File: config.mk
export PLATFORM = sky130hd
export DESIGN_NAME = fifo_ctrl_sync
export DESIGN_NICKNAME = d
export VERILOG_FILES = /design/src/rtl/fifo_pkg.sv /design/src/rtl/fifo_ptr.sv /design/src/rtl/fifo_ctrl_sync.sv
export SDC_FILE = /design/constraint.sdc
export NUM_CORES = 1
export LEC_CHECK = 0
export CAP_MARGIN = 15
export CORE_MARGIN = 2
export CORE_UTILIZATION = 48
export CTS_CLUSTER_SIZE = 40
export DETAILED_ROUTE_END_ITERATION = 8
export MAX_ROUTING_LAYER = met4
export PLACE_DENSITY = 0.84
export SYNTH_ARGS = -nofsm -noshare
export SYNTH_HDL_FRONTEND = slang
export SYNTH_SLANG_ARGS = --single-unit
export TNS_END_PERCENT = 30
File: constraint.sdc
create_clock -name clock -period 5.1 [get_ports clock]
set_input_delay 1.275 -clock clock [delete_from_list [all_inputs] [get_ports clock]]
set_output_delay 1.275 -clock clock [all_outputs]
set_load 0.02 [all_outputs]
File: src/rtl/fifo_pkg.sv
// Shared constants and pointer-compare helpers for the synchronous FIFO controller.
package fifo_pkg;

    localparam int unsigned MAX_PTR_W = 32;

    function automatic int unsigned ptr_width(input int unsigned d);
        return d + 1;
    endfunction

    function automatic int unsigned capacity(input int unsigned d);
        return 32'd1 << d;
    endfunction

    // Pointers carry one extra wrap bit above the d address bits.
    function automatic logic ptrs_empty(input logic [MAX_PTR_W-1:0] wp,
                                        input logic [MAX_PTR_W-1:0] rp);
        return wp == rp;
    endfunction

    function automatic logic ptrs_full(input logic [MAX_PTR_W-1:0] wp,
                                       input logic [MAX_PTR_W-1:0] rp,
                                       input int unsigned d);
        logic [MAX_PTR_W-1:0] diff;
        logic [MAX_PTR_W-1:0] mask;
        diff = wp ^ rp;
        mask = (32'd1 << d) - 32'd1;
        return ((diff & mask) == '0) && (((diff >> d) & 32'd1) != '0);
    endfunction

endpackage

File: src/rtl/fifo_ptr.sv
// Wrapping pointer counter with increment enable; wraps naturally at 2^width.
module fifo_ptr #(
    parameter int unsigned width = 4
) (
    input  logic             clock,
    input  logic             reset_n,
    input  logic             inc,
    output logic [width-1:0] ptr
);

    always_ff @(posedge clock or negedge reset_n) begin
        if (!reset_n) begin
            ptr <= '0;
        end else if (inc) begin
            ptr <= ptr + width'(1);
        end
    end

endmodule

File: src/rtl/fifo_ctrl_sync.sv
// Single-clock FIFO controller driving an external dual-port RAM, with registered status flags.
module fifo_ctrl_sync
    import fifo_pkg::*;
#(
    parameter int unsigned depth      = 8,
    parameter int unsigned almost_thr = 4
) (
    input  logic             clock,
    input  logic             reset_n,
    input  logic             wr_req,
    input  logic             rd_req,
    output logic             wr_en,
    output logic [depth-1:0] wr_address,
    output logic             rd_en,
    output logic [depth-1:0] rd_address,
    output logic             rd_valid,
    output logic [depth:0]   count,
    output logic             full,
    output logic             empty,
    output logic             almost_full,
    output logic             almost_empty,
    output logic             overflow,
    output logic             underflow
);

    localparam int unsigned PW = ptr_width(depth);
    localparam logic [PW-1:0] AF_LEVEL = PW'(capacity(depth) - almost_thr);
    localparam logic [PW-1:0] AE_LEVEL = PW'(almost_thr);

    logic [PW-1:0] wr_ptr;
    logic [PW-1:0] rd_ptr;
    logic [PW-1:0] wr_ptr_next;
    logic [PW-1:0] rd_ptr_next;
    logic [PW-1:0] count_next;

    assign wr_en = reset_n & wr_req & ~full;
    assign rd_en = reset_n & rd_req & ~empty;

    fifo_ptr #(.width(PW)) u_wr_ptr (
        .clock   (clock),
        .reset_n (reset_n),
        .inc     (wr_en),
        .ptr     (wr_ptr)
    );

    fifo_ptr #(.width(PW)) u_rd_ptr (
        .clock   (clock),
        .reset_n (reset_n),
        .inc     (rd_en),
        .ptr     (rd_ptr)
    );

    assign wr_address = wr_ptr[depth-1:0];
    assign rd_address = rd_ptr[depth-1:0];

    // Flags look ahead to the post-edge pointers so they are exact the cycle after an access.
    assign wr_ptr_next = wr_ptr + {{depth{1'b0}}, wr_en};
    assign rd_ptr_next = rd_ptr + {{depth{1'b0}}, rd_en};
    assign count_next  = wr_ptr_next - rd_ptr_next;

    always_ff @(posedge clock or negedge reset_n) begin
        if (!reset_n) begin
            count        <= '0;
            full         <= 1'b0;
            empty        <= 1'b1;
            almost_full  <= 1'b0;
            almost_empty <= 1'b1;
            rd_valid     <= 1'b0;
            overflow     <= 1'b0;
            underflow    <= 1'b0;
        end else begin
            count        <= count_next;
            full         <= ptrs_full(MAX_PTR_W'(wr_ptr_next), MAX_PTR_W'(rd_ptr_next), depth);
            empty        <= ptrs_empty(MAX_PTR_W'(wr_ptr_next), MAX_PTR_W'(rd_ptr_next));
            almost_full  <= count_next >= AF_LEVEL;
            almost_empty <= count_next <= AE_LEVEL;
            rd_valid     <= rd_en;
            overflow     <= wr_req & full;
            underflow    <= rd_req & empty;
        end
    end

endmodule

After elaboration in Yosys (flattened, before gate mapping)
Index checks and enable logic that the tools add are counted.
{ "totals": {"ff_bits": 34, "latch_bits": 0, "ramBits": 0, "mem_bits_ro": 0, "inputBits": 4, "elab_cells": 29, "n_memories": 0} }
{ "classes": {"addsub": 5, "multipliers": 0, "div": 0, "n_lt_le_gt_ge": 2, "n_eq_ne": 1, "n_shift": 0, "mux": 0, "bitwise": 9, "n_reduce_logical": 2} }
{ "op_table": {"columns": ["op", "n"], "rows": [
  ["32-bit zero test", 1],
  ["9-bit by 1-bit adder with 9-bit output", 2],
  ["9-bit by 1-bit adder with 9-bit output (second input constant)", 2],
  ["9-bit == test", 1],
  ["9-bit by 8-bit >= comparator with 1-bit output (second input constant)", 1],
  ["9-bit by 3-bit less-or-equal comparator with 1-bit output (second input constant)", 1],
  ["9-bit subtractor", 1],
  ["9-bit bitwise XOR", 1],
  ["1-bit bitwise AND", 6],
  ["1-bit inverter", 2],
  ["1-bit logical AND", 1]
]} }

Longest topological paths before layout
Gate-level depths: netlist of the first run.
{ "depth": {"depth_word": 6, "depth_mapped": 14} }

Cells and area by module
A second synthesis of the first run with hierarchy kept.
{ "hier_totals": {"cells_unflattened": 184, "hier_area_um2": 2104.5} }
{ "by_module_without_submodules": {"columns": ["module", "instances", "cells_each", "area_each_um2", "seq_area_each_um2"], "rows": [
  ["fifo_ctrl_sync", 1, 126, 1328.8, 402.9],
  ["fifo_ptr", 2, 29, 387.9, 225.2]
]} }

Least setup slack after synthesis of the first run
Ideal clock, no wire load.
{ "synth_path": {"path_kind": "input-to-reg", "from": "input port reset_n", "to": "register almost_empty", "setup_time_ns": 0.088, "arrival_ns": 4.309, "required_time_ns": 5.012, "setup_slack_ns": 0.703, "stages": 13, "n_path_buf": 0, "path_cell_list": "nand2_1 -> nor2_1 -> ha_1 -> nand3_4 -> xor2_2 -> inv_1 -> ha_1 -> a31o_2 -> a2111oi_4 -> o21ai_2 -> a2111oi_4 -> a32oi_1 -> a221oi_2"} }
{ "synth_between": {"elab_chain_cells": 5, "word_cells_on_any_way": 8, "cone_classes": "3 x add/sub; 1 x order compare; 4 x bitwise"} }
{ "synth_lines": {"columns": ["element", "line_no", "rtl"], "rows": [
  ["start: declaration", "fifo_ctrl_sync.sv:9", "input logic reset_n,"],
  ["1-bit bitwise AND (2 in a row)", "fifo_ctrl_sync.sv:36", "assign wr_en = reset_n & wr_req & ~full;"],
  ["via wr_en", "fifo_ctrl_sync.sv:12", "output logic wr_en,"],
  ["9-bit by 1-bit adder with 9-bit output", "fifo_ctrl_sync.sv:57", "assign wr_ptr_next = wr_ptr + {{depth{1'b0}}, wr_en};"],
  ["9-bit subtractor", "fifo_ctrl_sync.sv:59", "assign count_next = wr_ptr_next - rd_ptr_next;"],
  ["9-bit by 3-bit less-or-equal comparator with 1-bit output", "fifo_ctrl_sync.sv:76", "almost_empty <= count_next <= AE_LEVEL;"],
  ["end signal: assignment", "fifo_ctrl_sync.sv:67", "almost_empty <= 1'b1;"],
  ["end signal: assignment", "fifo_ctrl_sync.sv:76", null],
  ["end: declaration", "fifo_ctrl_sync.sv:21", "output logic almost_empty,"]
]} }
The timed path passes the listed nets, and every way through them passes these cells.
A chain may end at the register's enable or synchronous reset.

Worst setup path in the final report of the first run
{ "layout_path": {"from": "input port reset_n", "to": "register almost_empty"} }
{ "layout_between": {"elab_chain_cells": 5, "word_cells_on_any_way": 8, "cone_classes": "3 x add/sub; 1 x order compare; 4 x bitwise"} }
{ "layout_lines": {"columns": ["element", "line_no"], "rows": [
  ["1-bit bitwise AND, on equally long branches (2 in a row)", "fifo_ctrl_sync.sv:36, fifo_ctrl_sync.sv:37"],
  ["9-bit by 1-bit adder with 9-bit output, on equally long branches", "fifo_ctrl_sync.sv:57, fifo_ctrl_sync.sv:58"],
  ["9-bit subtractor (*)", "fifo_ctrl_sync.sv:59"],
  ["9-bit by 3-bit less-or-equal comparator with 1-bit output (*)", "fifo_ctrl_sync.sv:76"]
]} }
Every way passes the cells marked *; elsewhere a longest branch is shown, timed or not.

==> impl_metrics.ini, run 1 <==
[status]
status = finished clean

[yosys]
postSynthRegisterBits = 34
post_synth_most_frequent_cells = 32 x dfrtp_1, 25 x xnor2_1, 19 x nor2_1
synth_top_cells_by_area = dfrtp_1 36%, xnor2_1 9.8%, ha_1 7.3%
synth.net_count = 228
postSynth.asyncResetShare = 1.000
average_cell_area_after_synthesis_um2 = 10.59
synth-warning-count = 0
synth.cell_area_um2 = 2225
most_instantiated_library_cell_after_synthesis = dfrtp_1
syn-instance-count = 210
synth_edf_count = 0
cell_variety_after_synth = 40
postSynth.topFlopCell = dfrtp_1
netlist.area_leader.share = 0.3600
synth.yosys.seq_area_share = 0.3836
synth.largest_area_cell = dfrtp_1

[placed_design]
routabilityCongestion = 0.9380
port_buffers = 37
post_dp_cell_area_um2 = 2532
dp_hpwl_mm = 3.229
place_worst_setup_slack_ns = 0.3222

[critical_path]
criticalPathCategory = in -> reg
worstSetupEndpointType = flop
crit_fanout = 6
endpoint_required_time_on_the_critical_path_ns = 5.30
crit_arrival_ns = 4.70
worst_setup_path_start_kind = input pin

[global_route]
gr-usage-all-layers = 0.1792
global_route_wire_length_before_repair_mm = 6.920
antenna_found_initial = 0
globalRoute.totalOverflow = 0
vias_in_the_first_global_route = 1523
maximum_number_of_pins_on_one_net_before_global_route_repair = 22

[cts]
post_cts.repair.setup_buffers = 0
cts_max_path_buffers = 2
cts_sinks = 34
insertion_delay_ns = 0.29
post_cts_hold_buffer_count = 0
quantity_of_gates_resized_following_cts = 0
cts_inserted_buffers = 5
cts.root.buffer_cell = clkbuf_8
cts_htree_levels = 2
cts_tree = done
cts.reportedPaths.clkPinSlew_ns = 0.07

[drt]
number_of_iterations_in_the_first_detailed_routing_pass = 4
drtIter0Drc = 95
detail_route.wl_per_cell_um = 13.98
routed-via-count = 1548
wirelength_mm = 4.054
drt_drc_violations_left = 0
drt.antenna.violating_nets = 0
viasPerCell = 5.338

[floorplanning]
std_cell_rows = 24
core-area_um2 = 4414
die-width_um = 72.08
boundaryPins = 38
fp.dieH_um = 72.08
effective_utilization_at_floorplan = 0.5040
dieArea_um2 = 5196

[finish]
layout.cell_area.non_filler_um2 = 2619
flow.area_growth_from_synthesis_pct = 17.72
nNetsFinal = 256
drive_gt1_frac = 0.1345
antenna_cells_inserted = 0

[sta]
timing.slew.headroom = 0.6479
finalSetupTns_ns = 0
skew_ns = 0.006822
timing.final.max_slew_violations = 0
setup_viol_count_final = 0
hold_vio_cnt_final = 0
max_freq_ghz = 0.2226
timing_worst_slew_pin_value_ns = 0.5243
period_minus_slack_ns = 4.493
min_period_over_period = 0.8810
setup_repair_after_global_routing_missed_its_margin = false
post-route-worst-setup-slack_ns = 0.6067

[power]
static-leakage-power_nw = 1.123
fin_total_pwr_mw = 2.008
pwr_dens_nw_per_um2 = 766.9
irDropWorstVdd_mv = 0.2945

[hold_path]
timing.hold.worst.class = reg -> reg

[job]
max_cap_violations = 0
## power breakdown
group          switching, mW  internal (mW)  total [mW]
clock                 0.0895          0.107       0.196
sequential             0.114          0.380       0.494
combinational          0.737          0.581        1.32
## through the flow
stage / hold WS (ns) / utilization / instances
after floorplan: 0.4642 / - / 210
after global placement: 0.4805 / 0.5737 / 283
after detailed placement: 0.4887 / 0.5737 / 283
after CTS: 0.5024 / 0.5933 / 290
after global routing: 0.5370 / 0.5933 / 290
final: 0.4985 / 0.5933 / 290
## worst max-delay path, cell delays in order
cell and delay, ns:
clkdlybuf4s50_1 0.58, nand2_1 0.08, nor2_1 0.13, ha_1 0.24
nand3_4 0.10, xor2_2 0.23, inv_1 0.07, ha_1 0.33
a31o_2 0.24, a2111oi_4 0.49, o21ai_2 0.14, a2111oi_4 0.38
a32oi_1 0.11, a221oi_2 0.29
## state kept, by name, summed over array words and instances, names as in the netlist
| name | cells |
|---|---|
| count | 9 |
| u_rd_ptr.ptr | 9 |
| u_wr_ptr.ptr | 9 |
| almost_empty | 1 |
| almost_full | 1 |
| empty | 1 |
| full | 1 |
| overflow | 1 |
| rd_valid | 1 |
| underflow | 1 |
## area by class of cell
type                            instances  area (µm²)
Inverter                               12       45.04
Timing Repair Buffer                   41       400.4
Clock buffer                            7       86.33
Multi-Input combinational cell        144        1169
Sequential cell                        34       853.3
Fill cell                             377        1795
Tap cell                               52       65.06
## final timing paths
kind                            startpoint         endpoint  slack (ns)  cells past startpoint
min in group asynchronous          reset_n  u_wr_ptr.ptr[0]        1.46                      2
setup / recovery                   reset_n     almost_empty        0.61                     14
setup reg to reg                      full     almost_empty        1.84                     12
max in group asynchronous          reset_n            empty        3.32                      2
hold reg to reg            u_wr_ptr.ptr[8]  u_wr_ptr.ptr[8]        0.50                      1
hold / removal             u_wr_ptr.ptr[8]  u_wr_ptr.ptr[8]        0.50                      1
## cells by family after synthesis
logic type,share of synthesized area
AO/OA/AOI/OAI,0.09336
XOR/XNOR,0.1935
adder cells (fa/ha/maj),0.08212
buffers and inverters,0.09111
flip-flops,0.3836
multiplexers,0.01462
AND/OR/NAND/NOR,0.1417
## cell usage in the layout, fill, tap and decap left out, drive strengths merged, types with 2 or more instances in the layout
cell type	netlist	layout
xnor2	27	27
ha	13	13
nor3	2	2
inv	12	12
mux2	2	2
dfrtp	32	32
o21ai	3	3
dfstp	2	2
a21oi	5	5
nand3	13	13
and2	3	3
clkdlybuf4s50	0	37
nand4	6	6
buf	20	4
xor2	17	17
nand2	10	10
nor2	21	21
a31oi	2	2
a31o	2	2
o21a	3	3
a2111oi	2	2
clkbuf	0	7
## layer usage
metal	up-vias	track usage	wire, µm
met4	0	0.1006	163
met1	748	0.2187	1800
met3	12	0.05139	201
li1	748	-	-
met2	40	0.2661	1889
met5	-	-	0
Note: power is estimated with default switching activity, not from simulation.
==> inputs of run 2 (changes only) <==
--- a/config.mk
+++ b/config.mk
@@ -6,8 +6,9 @@
 export NUM_CORES = 1
 export LEC_CHECK = 0
 export CAP_MARGIN = 15
-export CORE_MARGIN = 2
+export CORE_MARGIN = 10
 export CORE_UTILIZATION = 48
+export CTS_CLUSTER_DIAMETER = 40
 export CTS_CLUSTER_SIZE = 40
 export DETAILED_ROUTE_END_ITERATION = 8
 export MAX_ROUTING_LAYER = met4
==> run 2 against run 1 <==
  * Maximum frequency down 0.24%
  * Non-clock buffer count did not move
  * Wire length up 8.6%
  * Clock skew rose by 0.00050 ns
  * First-iteration DRC count shrank 28%
  * Die area is 49% higher
  * Clock power increased by 18%
  * Final cell count is 0.34% higher
  * Register-to-register slack about the same
  * Via count decreased by 1.4%
==> impl_metrics.ini, run 2 (synthesized netlist as in run 1, its figures left out) <==
[sta]
timing.slew.headroom = 0.6554
finalSetupTns_ns = 0
hold_vio_cnt_final = 0
setup_repair_after_global_routing_missed_its_margin = false
max_freq_ghz = 0.2220
post-route-worst-setup-slack_ns = 0.5960
timing.final.max_slew_violations = 0
skew_ns = 0.007326
min_period_over_period = 0.8831
timing_worst_slew_pin_value_ns = 0.5132
period_minus_slack_ns = 4.504
setup_viol_count_final = 0

[drt]
drt.antenna.violating_nets = 0
drtIter0Drc = 68
number_of_iterations_in_the_first_detailed_routing_pass = 4
drt_drc_violations_left = 0
detail_route.wl_per_cell_um = 15.13
wirelength_mm = 4.402
viasPerCell = 5.247
routed-via-count = 1527

[critical_path]
worst_setup_path_start_kind = input pin
critPathTopFamily = compound AO/OA/AOI/OAI gates
endpoint_required_time_on_the_critical_path_ns = 5.30
critical_path.max_stage_delay_ns = 0.58
critical_path.slowest_cell = clkdlybuf4s50_1
worstSetupEndpointType = flop
crit_fanout = 6
criticalPathCategory = in -> reg
worst-path-buf-inv = 2
crit_arrival_ns = 4.70
crit_path_cell_trace = clkdlybuf4s50_1 -> nand2_1 -> nor2_1 -> ha_1 -> nand3_4 -> xor2_2 -> inv_1 -> ha_1 -> a31o_2 -> a2111oi_4 -> o21ai_2 -> a2111oi_4 -> a32oi_1 -> a221oi_2

[cts]
quantity_of_gates_resized_following_cts = 0
cts.root.buffer_cell = clkbuf_8
cts_htree_levels = 2
post_cts_hold_buffer_count = 0
cts_tree = done
cts_sinks = 34
cts.reportedPaths.clkPinSlew_ns = 0.07
cts_inserted_buffers = 5
insertion_delay_ns = 0.29
cts_max_path_buffers = 2
post_cts.repair.setup_buffers = 0

[power]
internal-power_mw = 1.097
power_switching_share = 0.4680
combPwrFrac = 0.649
static-leakage-power_nw = 1.136
irDropWorstVdd_mv = 0.2852
clock_power_share = 0.112
pwr-share-seq = 0.239
pwr_dens_nw_per_um2 = 780.2
power_switching_uw = 964.9

[hold_path]
timing.hold.worst.class = reg -> reg

[job]
max_cap_violations = 0

[floorplanning]
die-width_um = 88.08
core-area_um2 = 4414
fp.dieH_um = 88.08
boundaryPins = 38
effective_utilization_at_floorplan = 0.5040
dieArea_um2 = 7758
std_cell_rows = 24

[finish]
top_regs = count x9, u_rd_ptr.ptr x9, u_wr_ptr.ptr x9
antenna_cells_inserted = 0
flow.area_growth_from_synthesis_pct = 18.78
mostFrequentLayoutCell = clkdlybuf4s50_1
nNetsFinal = 256
top_library_cells_by_usage_in_the_layout_fill_and_taps_aside = 37 x clkdlybuf4s50_1, 32 x dfrtp_1, 25 x xnor2_1, 19 x nor2_1
drive_gt1_frac = 0.1423
fill_cells = 379

[status]
status = finished clean

[placed_design]
place_worst_setup_slack_ns = 0.3324
port_buffers = 37
routabilityCongestion = 0.9422
dp_hpwl_mm = 3.502

[global_route]
maximum_number_of_pins_on_one_net_before_global_route_repair = 21
globalRoute.totalOverflow = 0
global_route_wire_length_before_repair_mm = 7.424
gr-usage-all-layers = 0.1242
vias_in_the_first_global_route = 1566
antenna_found_initial = 0
-- run 2: cell types whose count changed in the layout (fill, tap and decap cells not counted) --
| cell | delta |
|---|---|
| clkbuf_8 | +2 |
| clkbuf_1 | -1 |
-- run 2: layer usage --
layer / GRT usage / wire (µm) / up-vias
met2: 0.1944 / 2020 / 54
li1: - / - / 744
met5: - / 0 / -
met3: 0.03900 / 388 / 13
met1: 0.1389 / 1833 / 716
met4: 0.06562 / 159 / 0
-- run 2: stage by stage --
step / utilization / hold WS (ns) / cells / power, mW / cell area, µm²
4_1_cts: 0.5986 / 0.4950 / 291 / 2.070 / 2643
2_1_floorplan: - / 0.4642 / 210 / 1.521 / 2225
3_5_place_dp: 0.5737 / 0.4815 / 283 / 1.821 / 2532
3_3_place_gp: 0.5737 / 0.4812 / 283 / 1.787 / 2532
6_report: 0.5986 / 0.4884 / 291 / 2.062 / 2643
5_1_grt: 0.5986 / 0.5219 / 291 / 2.210 / 2643
-- run 2: worst paths after layout --
| path | start | end | slack [ns] | depth (start not counted) |
|---|---|---|---|---|
| setup / recovery | reset_n | almost_empty | 0.60 | 14 |
| hold / removal | u_rd_ptr.ptr[8] | u_rd_ptr.ptr[8] | 0.49 | 1 |
| setup reg to reg | full | almost_empty | 1.83 | 12 |
| hold reg to reg | u_rd_ptr.ptr[8] | u_rd_ptr.ptr[8] | 0.49 | 1 |
| max in group asynchronous | reset_n | empty | 3.33 | 2 |
| min in group asynchronous | reset_n | overflow | 1.47 | 2 |
-- run 2: layout make-up --
cell class                 instances  area, µm²  share of cell area
multi-input combinational        144       1169              0.4422
sequential                        34      853.3              0.3229
timing repair buffer              41      400.4              0.1515
clock buffer                       8      110.1             0.04167
tap                               52      65.06             0.02462
inverter                          12      45.04             0.01705
-- run 2: worst register-to-register path, delay by kind of cell, from the launching register on --
kind / cells / cell delay (ns)
and+or+nand+nor: 2 / 0.27
adders and majority gates: 2 / 0.57
AOI/OAI and AO/OA: 6 / 1.66
DFF: 1 / 0.39
xor gates and xnor gates: 1 / 0.22
buffers and inverters: 1 / 0.07
-- run 2: power by group through the flow --
stage | combinational, mW | clock, mW | sequential [mW]
floorplan | 1.01 | 0 | 0.510
global placement | 1.29 | 0 | 0.496
CTS | 1.34 | 0.238 | 0.494
detailed placement | 1.32 | 0 | 0.499
global route | 1.45 | 0.246 | 0.510
finish | 1.34 | 0.231 | 0.492
